**src/rtl/manchester_pkg.sv**
```systemverilog
// Shared types and helpers for the Manchester transmitter.
package manchester_pkg;

    typedef enum logic [1:0] {
        IDLE     = 2'd0,
        PREAMBLE = 2'd1,
        DATA     = 2'd2
    } state_t;

    localparam logic POL_THOMAS = 1'b0;
    localparam logic POL_IEEE   = 1'b1;

    // Line level for one half of a bit cell; half=0 is the first half.
    function automatic logic encode_half(input logic b, input logic polarity, input logic half);
        logic first;
        first = (polarity == POL_IEEE) ? ~b : b;
        return half ? ~first : first;
    endfunction

endpackage

```
**src/rtl/manchester_half_bit_timer.sv**
```systemverilog
// Half-bit cycle counter and half flag; flags the last cycle of each half and of each bit.
module manchester_half_bit_timer #(
    parameter int HALF_BIT_CYC = 4
) (
    input  logic clk,
    input  logic rst,
    input  logic restart,
    output logic half,
    output logic half_end,
    output logic bit_end,
    output logic bit_end_nxt
);

    localparam int CNT_W = (HALF_BIT_CYC > 1) ? $clog2(HALF_BIT_CYC) : 1;
    localparam logic [CNT_W-1:0] CNT_LAST = CNT_W'(HALF_BIT_CYC - 1);

    logic [CNT_W-1:0] cnt_q, cnt_d;
    logic             half_q, half_d;

    always_comb begin
        half_end = (cnt_q == CNT_LAST);
        bit_end  = half_end && half_q;
        cnt_d    = cnt_q + CNT_W'(1);
        half_d   = half_q;
        if (restart) begin
            cnt_d  = '0;
            half_d = 1'b0;
        end else if (half_end) begin
            // wrap before incrementing so a one-cycle half never overflows
            cnt_d  = '0;
            half_d = ~half_q;
        end
        bit_end_nxt = (cnt_d == CNT_LAST) && half_d;
        half        = half_q;
    end

    always_ff @(posedge clk or posedge rst) begin
        if (rst) begin
            cnt_q  <= '0;
            half_q <= 1'b0;
        end else begin
            cnt_q  <= cnt_d;
            half_q <= half_d;
        end
    end

endmodule

```
**src/rtl/manchester_tx.sv**
```systemverilog
// Manchester transmitter: valid/ready word intake, optional alternating preamble, registered line output.
//   state    | meaning
//   IDLE     | line at IDLE_LEVEL, ready for a word
//   PREAMBLE | sending alternating 1,0,... preamble bits
//   DATA     | sending latched payload bits; last cycle may accept the next word
module manchester_tx
    import manchester_pkg::*;
#(
    parameter int   DATA_W       = 8,
    parameter int   HALF_BIT_CYC = 4,
    parameter int   PREAMBLE_LEN = 0,
    parameter logic IDLE_LEVEL   = 1'b0
) (
    input  logic              clk,
    input  logic              rst,
    input  logic [DATA_W-1:0] s_data,
    input  logic              s_valid,
    output logic              s_ready,
    input  logic              polarity,
    input  logic              msb_first,
    output logic              tx_out,
    output logic              tx_active,
    output logic              done
);

    localparam int CNT_MAX = (PREAMBLE_LEN > DATA_W) ? PREAMBLE_LEN : DATA_W;
    localparam int CNT_W   = (CNT_MAX > 1) ? $clog2(CNT_MAX) : 1;
    localparam logic [CNT_W-1:0] DATA_LAST = CNT_W'(DATA_W - 1);
    localparam logic [CNT_W-1:0] PRE_LAST  = CNT_W'(PREAMBLE_LEN - 1);

    state_t            state_q, state_d;
    logic [CNT_W-1:0]  bit_cnt_q, bit_cnt_d;
    logic [DATA_W-1:0] shift_q, shift_d;
    logic              pol_q, pol_d;
    logic              msb_q, msb_d;
    logic              s_ready_q, s_ready_d;
    logic              tx_out_q, tx_out_d;
    logic              tx_active_q, tx_active_d;
    logic              done_q, done_d;

    logic accept, restart;
    logic half, half_end, bit_end, bit_end_nxt;
    logic half_nxt, cur_bit;

    assign accept  = s_valid && s_ready_q;
    assign restart = accept || (state_q == IDLE);

    manchester_half_bit_timer #(
        .HALF_BIT_CYC (HALF_BIT_CYC)
    ) u_timer (
        .clk         (clk),
        .rst         (rst),
        .restart     (restart),
        .half        (half),
        .half_end    (half_end),
        .bit_end     (bit_end),
        .bit_end_nxt (bit_end_nxt)
    );

    always_comb begin
        state_d   = state_q;
        bit_cnt_d = bit_cnt_q;
        shift_d   = shift_q;
        pol_d     = pol_q;
        msb_d     = msb_q;
        case (state_q)
            PREAMBLE: begin
                if (bit_end) begin
                    bit_cnt_d = bit_cnt_q + CNT_W'(1);
                    if (bit_cnt_q == PRE_LAST) begin
                        state_d   = DATA;
                        bit_cnt_d = '0;
                    end
                end
            end
            DATA: begin
                if (bit_end) begin
                    if (bit_cnt_q == DATA_LAST) begin
                        state_d = IDLE;
                    end else begin
                        bit_cnt_d = bit_cnt_q + CNT_W'(1);
                        shift_d   = msb_q ? (shift_q << 1) : (shift_q >> 1);
                    end
                end
            end
            default: state_d = IDLE;
        endcase
        // ready is only high in IDLE or the final cycle, so this also chains frames
        if (accept) begin
            state_d   = (PREAMBLE_LEN > 0) ? PREAMBLE : DATA;
            bit_cnt_d = '0;
            shift_d   = s_data;
            pol_d     = polarity;
            msb_d     = msb_first;
        end
    end

    // Output registers are loaded from next-state so they line up with the frame cycle.
    always_comb begin
        half_nxt = restart ? 1'b0 : (half ^ half_end);
        cur_bit  = IDLE_LEVEL;
        case (state_d)
            PREAMBLE: cur_bit = ~bit_cnt_d[0];
            DATA:     cur_bit = msb_d ? shift_d[DATA_W-1] : shift_d[0];
            default:  cur_bit = IDLE_LEVEL;
        endcase
        tx_out_d    = (state_d == IDLE) ? IDLE_LEVEL : encode_half(cur_bit, pol_d, half_nxt);
        tx_active_d = (state_d != IDLE);
        done_d      = (state_d == DATA) && (bit_cnt_d == DATA_LAST) && bit_end_nxt;
        s_ready_d   = (state_d == IDLE) || done_d;
    end

    always_ff @(posedge clk or posedge rst) begin
        if (rst) begin
            state_q     <= IDLE;
            bit_cnt_q   <= '0;
            shift_q     <= '0;
            pol_q       <= 1'b0;
            msb_q       <= 1'b0;
            s_ready_q   <= 1'b0;
            tx_out_q    <= IDLE_LEVEL;
            tx_active_q <= 1'b0;
            done_q      <= 1'b0;
        end else begin
            state_q     <= state_d;
            bit_cnt_q   <= bit_cnt_d;
            shift_q     <= shift_d;
            pol_q       <= pol_d;
            msb_q       <= msb_d;
            s_ready_q   <= s_ready_d;
            tx_out_q    <= tx_out_d;
            tx_active_q <= tx_active_d;
            done_q      <= done_d;
        end
    end

    assign s_ready   = s_ready_q;
    assign tx_out    = tx_out_q;
    assign tx_active = tx_active_q;
    assign done      = done_q;

endmodule

```
**config.mk**
```make
export PLATFORM = sky130hd
export DESIGN_NAME = manchester_tx
export DESIGN_NICKNAME = d
export VERILOG_FILES = /design/src/rtl/manchester_pkg.sv /design/src/rtl/manchester_half_bit_timer.sv /design/src/rtl/manchester_tx.sv
export SDC_FILE = /design/constraint.sdc
export NUM_CORES = 1
export LEC_CHECK = 0
export BUFFER_PORTS_ARGS = -buffer_cell sky130_fd_sc_hd__buf_2
export CORE_ASPECT_RATIO = 1.4
export CORE_MARGIN = 10
export CORE_UTILIZATION = 50
export CTS_CLUSTER_DIAMETER = 80
export DETAILED_ROUTE_END_ITERATION = 12
export PLACE_DENSITY = 0.7
export SKIP_CTS_REPAIR_TIMING = 1
export SYNTH_ARGS = -nofsm -noshare
export SYNTH_HDL_FRONTEND = slang
export SYNTH_SLANG_ARGS = --single-unit
```
**constraint.sdc**
```tcl
create_clock -name clk -period 4.1 [get_ports clk]
set_input_delay 0.615 -clock clk [delete_from_list [all_inputs] [get_ports clk]]
set_output_delay 0.615 -clock clk [all_outputs]
set_load 0.02 [all_outputs]
```
# Word-level counts from Yosys, hierarchy flattened
# Index checks and enable logic that the tools add are counted.
[word_totals]
ff_bits = 22
input_bits = 13
output_inout_bits = 4
elab_cells = 70
[classes]
addsub = 2
eq_ne = 9
mux = 29
n_bitwise = 5
reduce_logical = 13
[op_table]
columns = ["op", "count"]
rows = [
  ["$mux 8", 5],
  ["$mux 3", 5],
  ["$mux 2", 7],
  ["$mux 1", 9],
  ["$eq 2x2->1 const B", 4],
  ["$eq 3x3->1 const B", 2],
  ["$pmux 3 s2", 1],
  ["$reduce_bool 2->1", 3],
  ["$logic_and 1x1->1", 5],
  ["$eq 2x1->1 const B", 2],
  ["$logic_not 2->1", 2],
  ["$not 1->1", 4],
  ["$pmux 2 s2", 1],
  ["$add 3x1->3 const B", 1],
  ["$reduce_and 3->1", 1],
  ["$add 2x1->2 const B", 1],
  ["$logic_or 1x1->1", 2],
  ["$ne 2x2->1 const B", 1],
  ["$pmux 1 s2", 1],
  ["$xor 1x1->1", 1],
]

# Logic depth before layout (Yosys ltp)
[depth]
word_depth = 12
depth_mapped = 12
ltp_nobuf = 12

# Hierarchy
# From an unflattened synthesis, not the netlist that was laid out.
[hier_totals]
cells_unflattened = 150
area_unflattened_um2 = 1355.0
[by_module_without_submodules]
columns = ["module", "n_inst", "cells_each", "area_each_um2", "seq_area_each_um2"]
rows = [
  ["manchester_tx", 1, 139, 1204.9, 475.5],
  ["manchester_half_bit_timer", 1, 11, 150.1, 75.1],
]

# Worst setup path after synthesis
# Ideal clock, no wire load.
[synth_path]
kind = "reg-to-reg"
startpoint = "register u_timer.cnt_q[0]"
endpoint = "register tx_out_q, in the netlist tx_out"
setup_ps = 79
arrival_ps = 2329
required_ps = 4021
setup_slack_ps = 1691
path_stages_with_launch = 10
path_buffers = 0
period_less_slack_ps = 2409
cell_sequence = "dfrtp_1 -> ha_1 -> ha_1 -> and2_1 -> or4_4 -> ha_1 -> o211ai_1 -> a21oi_1 -> a32oi_1 -> mux2i_1"
[synth_between]
elab_chain_cells = 12
elab_cells_between_ends = 26
classes_between = "eq/ne (3); mux (17); bitwise (4); reduce/logical (2)"
[synth_lines]
columns = ["item", "line", "rtl"]
rows = [
  ["start: declaration", "manchester_half_bit_timer.sv:17", "logic [CNT_W-1:0] cnt_q, cnt_d;"],
  ["start signal: assignment", "manchester_half_bit_timer.sv:42", "cnt_q <= cnt_d;"],
  ["$eq 2x2->1 (*)", "manchester_half_bit_timer.sv:21", "half_end = (cnt_q == CNT_LAST);"],
  ["$logic_and 1x1->1", "manchester_half_bit_timer.sv:22", "bit_end = half_end && half_q;"],
  ["$mux 2, or another cell as far along", "manchester_tx.sv:77", "if (bit_end) begin"],
  ["$pmux 2 s2, or another cell as far along", "manchester_tx.sv:66", "case (state_q)"],
  ["$mux 2, or another cell as far along", "manchester_tx.sv:89", "if (accept) begin"],
  ["$eq 2x2->1, or another cell as far along", "manchester_tx.sv:102", "case (state_d)"],
  ["$pmux 1 s2", "manchester_tx.sv:102", ""],
  ["$not 1->1", "manchester_pkg.sv:16", "first = (polarity == POL_IEEE) ? ~b : b;"],
  ["$mux 1", "manchester_pkg.sv:16", ""],
  ["$not 1->1", "manchester_pkg.sv:17", "return half ? ~first : first;"],
  ["$mux 1", "manchester_pkg.sv:17", ""],
  ["$mux 1 (*)", "manchester_tx.sv:107", "tx_out_d = (state_d == IDLE) ? IDLE_LEVEL : encode_half(cur_bit, pol_d, half_nxt);"],
  ["named net tx_out_d", "manchester_tx.sv:37", "logic tx_out_q, tx_out_d;"],
  ["end signal: assignment", "manchester_tx.sv:131", "tx_out_q <= tx_out_d;"],
  ["end: declaration", "manchester_tx.sv:37", ""],
]
# The timed path passes the listed nets; every way through them passes the cells marked *. The select of a mux whose other input is x is not followed.
# A chain may end at the register's enable or synchronous reset.

# Final worst setup path
# Same ends and word-level chain as after synthesis.

==> reports/summary.log <==
INFO  logic_synthesis yosysWarnings=0
INFO  logic_synthesis syn-cell-area=0.00136mm^2
INFO  power_and_ir_drop power_leakage=0.694nW
INFO  sta            period_needed=2.62ns
INFO  worst_setup_path r2r_end=tx_out
INFO  cts            cts-htree-levels=1
INFO  sta            setup-tns-final=0ns
INFO  logic_synthesis synth_area_per_cell=9.31um^2
INFO  cells_and_area diodes=0
INFO  hold_path      hold_class=in2async
INFO  worst_setup_path reg2reg_depth=9
INFO  route          route.vias.total=1049
INFO  worst_setup_path timing.critical_path.to_type=flip-flop
INFO  grt            first_global_vias=1046
INFO  floorplanning  ioPinCount=17
INFO  placement      place.detailed.hpwl=2170um
INFO  route          drt_wl_total=2780um
INFO  cts            clk-insertion-delay-late=0.31ns
INFO  logic_synthesis post_synth_inst_count=146
INFO  cells_and_area final_core_utilization=0.565
INFO  worst_setup_path critical-path-slowest-cell=or4_4
INFO  logic_synthesis synthDistinctLibCells=34
INFO  grt            grt_first_pass_wirelength=4720um
INFO  route          routed-wl-met2=1580um
INFO  worst_setup_path worst_endpoint_data_arrival_time=2.86ns
INFO  floorplanning  initial_utilization=0.520
INFO  floorplanning  row_count=22
INFO  floorplanning  die_height=81.7um
INFO  worst_setup_path worstSetupPathType=reg2reg
INFO  run_status     status=finished clean
INFO  sta            timing.fmax=382MHz
INFO  cells_and_area final-instance-count-excl-fill=196
INFO  cells_and_area layout.nets=187
INFO  grt            antenna_found_initial=0
INFO  worst_setup_path worst_reg2reg_setup_slack=1.48ns
INFO  worst_setup_path critPathMostFrequentCell=ha_1
INFO  route          vias_per_cell=5.35
INFO  worst_setup_path reg2reg_from=u_timer.cnt_q[0]
INFO  cells_and_area final_layout_size_suffix_gt1_frac=0.200
INFO  route          routedWlPerCell=14.2um
INFO  sta            finalHoldWorstSlack=0.447ns
INFO  logic_synthesis seq_area_frac_synth=0.405
INFO  sta            worst_pin_slew=0.823ns
INFO  floorplanning  fp.dieArea=0.00523mm^2
INFO  cts            cts-buffers-inserted=3
INFO  sta            rsz0062_at_grt=false
INFO  logic_synthesis postSynthNetCount=171
INFO  sta            worst_slew_margin_rel=0.451
INFO  grt            largest_net_degree_at_the_start_of_global_routing=23
INFO  worst_setup_path highest_cell_delay_on_the_worst_timing_path=0.53ns
INFO  sta            final_hold_viol_count=0
INFO  placement      finalWeightedCongestion=0.781
INFO  sta            finalCritPeriodShare=0.639
INFO  power_and_ir_drop max-vdd-ir-drop=0.161mV
INFO  route          top_signal_layer_used=met4
INFO  placement      dpl.cell_count=193
INFO  route          drt-pass1-iter-count=5
INFO  floorplanning  die_width=64.1um
INFO  floorplanning  core_region_area=0.00262mm^2
INFO  grt            gr-total-overflow=0
INFO  power_and_ir_drop power.density=221mW/mm^2
INFO  logic_synthesis synth-seq-cells=22
INFO  worst_setup_path crit_chain=ha_1 > ha_1 > and2_1 > or4_4 > ha_1 > o211ai_1 > a21oi_1 > a32oi_1 > mux2i_1
INFO  route          detail-route-antenna-nets=0
INFO  cts            tritoncts_clock_tree=done
INFO  cts            cts.sinks=22
INFO  sta            setup_viol=0
INFO  cts            root_buffer=clkbuf_4
INFO  route          dr_wl_met3=87um
INFO  route          wl_met1=1080um
INFO  job            drv.max_cap_violation_count=0
INFO  grt            track_usage=0.112
INFO  worst_setup_path setup.worst_path.start_class=flip-flop
INFO  cts            clock_edge_transition_at_the_registers_on_the_reported_setup_and_hold_paths=0.12ns
INFO  worst_setup_path critPathMaxFanout=7
INFO  cts            clock_tree.buffer_depth=2
INFO  route          post-route-drc-count=0
INFO  placement      port_buffers=16
INFO  route          drtIter0Drc=67
INFO  sta            drv_slew=0
INFO  cells_and_area area_delta_synth_final=8.66%
INFO  worst_setup_path worstPathRequired=4.34ns
INFO  sta            finalClockSkew=0.00201ns
-- worst max-delay path: cells and delay by family, from the launching register on --
kind / cells / cell delay, ns
muxes: 1 / 0.21
DFF: 1 / 0.41
AOI/OAI and AO/OA: 3 / 0.39
and+or+nand+nor: 2 / 0.73
adders and majority gates: 3 / 0.82
-- layer usage --
layer  vias up  track usage
met4         0       0.0461
li1        524            -
met3         4       0.0245
met5         -            0
met1       507        0.108
met2        14        0.222
-- Yosys cell counts --
| cell | instances | area share |
|---|---|---|
| a211oi_2 | 2 | 0.018 |
| a21oi_1 | 12 | 0.044 |
| a21oi_2 | 1 | 0.0064 |
| a31oi_1 | 2 | 0.0092 |
| a32oi_1 | 1 | 0.0064 |
| and2_1 | 1 | 0.0046 |
| and2_4 | 1 | 0.0064 |
| and3b_4 | 1 | 0.0092 |
| buf_2 | 3 | 0.011 |
| buf_6 | 1 | 0.0083 |
| clkbuf_1 | 1 | 0.0028 |
| dfrtp_1 | 22 | 0.41 |
| ha_1 | 12 | 0.11 |
| inv_1 | 12 | 0.033 |
| mux2_2 | 1 | 0.0083 |
| mux2i_1 | 8 | 0.059 |
| nand2_1 | 23 | 0.064 |
| nand2b_1 | 4 | 0.018 |
| nand3_1 | 1 | 0.0037 |
| nand3b_1 | 2 | 0.011 |
| nand4_1 | 2 | 0.0092 |
| nand4_2 | 1 | 0.0092 |
| nor2_1 | 13 | 0.036 |
| nor2_2 | 1 | 0.0046 |
| nor4_2 | 1 | 0.0092 |
| nor4b_4 | 1 | 0.017 |
| o211ai_1 | 1 | 0.0055 |
| o21ai_0 | 8 | 0.029 |
| o21ai_1 | 2 | 0.0074 |
| o21bai_2 | 1 | 0.0083 |
| or2_1 | 1 | 0.0046 |
| or2_2 | 1 | 0.0046 |
| or4_4 | 1 | 0.0083 |
| xnor2_1 | 1 | 0.0064 |
-- sequential cells by signal, indices dropped and copies added (netlist names), 2 cells and up --
register and cells:
bit_cnt_q 3, shift_q 8, u_timer.cnt_q 2, state_q 2
-- placed cells by master (no fill, tap or decap), types with 2 or more instances in the layout --
cell type  count
a211oi_2       2
a21oi_1       12
a31oi_1        2
buf_2         16
clkbuf_4       3
dfrtp_1       22
ha_1          12
inv_1         12
mux2i_1        8
nand2_1       23
nand2b_1       4
nand3b_1       2
nand4_1        2
nor2_1        13
o21ai_0        8
o21ai_1        2
-- worst max path at each step --
stage,startpoint,end,slack (ns),depth (start not counted)
finish,u_timer.cnt_q[0],tx_out,1.48,9
global route,u_timer.cnt_q[0],tx_out,1.40,9
CTS,u_timer.cnt_q[0],tx_out,1.49,9
detailed placement,u_timer.cnt_q[0],tx_out,1.53,9
global placement,u_timer.cnt_q[0],tx_out,1.61,9
floorplan,u_timer.cnt_q[0],tx_out,1.69,9
-- logic make-up after synthesis --
logic type / after synthesis / share of synthesized area
AOI/OAI and AO/OA: 30 / 0.135
xor gates and xnor gates: 1 / 0.00645
adders and majority gates: 12 / 0.110
buffers and inverters: 17 / 0.0552
DFF: 22 / 0.405
muxes: 9 / 0.0672
and+or+nand+nor: 55 / 0.220
-- final cells by class --
class | count | area, um^2
Sequential cell | 22 | 551
Fill cell | 244 | 1140
Clock buffer | 3 | 22.5
Timing Repair Buffer | 16 | 80.1
Tap cell | 36 | 45.0
Multi-Input combinational cell | 107 | 733
Inverter | 12 | 45.0
-- stage by stage --
stage	total power, mW	worst slack [ns]	instance area (um^2)
floorplan	0.225	1.69	1360
global placement	0.233	1.61	1450
detailed placement	0.233	1.53	1450
CTS	0.329	1.49	1480
global route	0.341	1.40	1480
finish	0.326	1.48	1480
-- power breakdown --
part	switching (mW)	internal [mW]
registers	0	0.217
logic	0.00649	0.00484
clock network	0.0635	0.0344
total	0.0700	0.256
No activity file was read; power rests on OpenSTA's default activity.
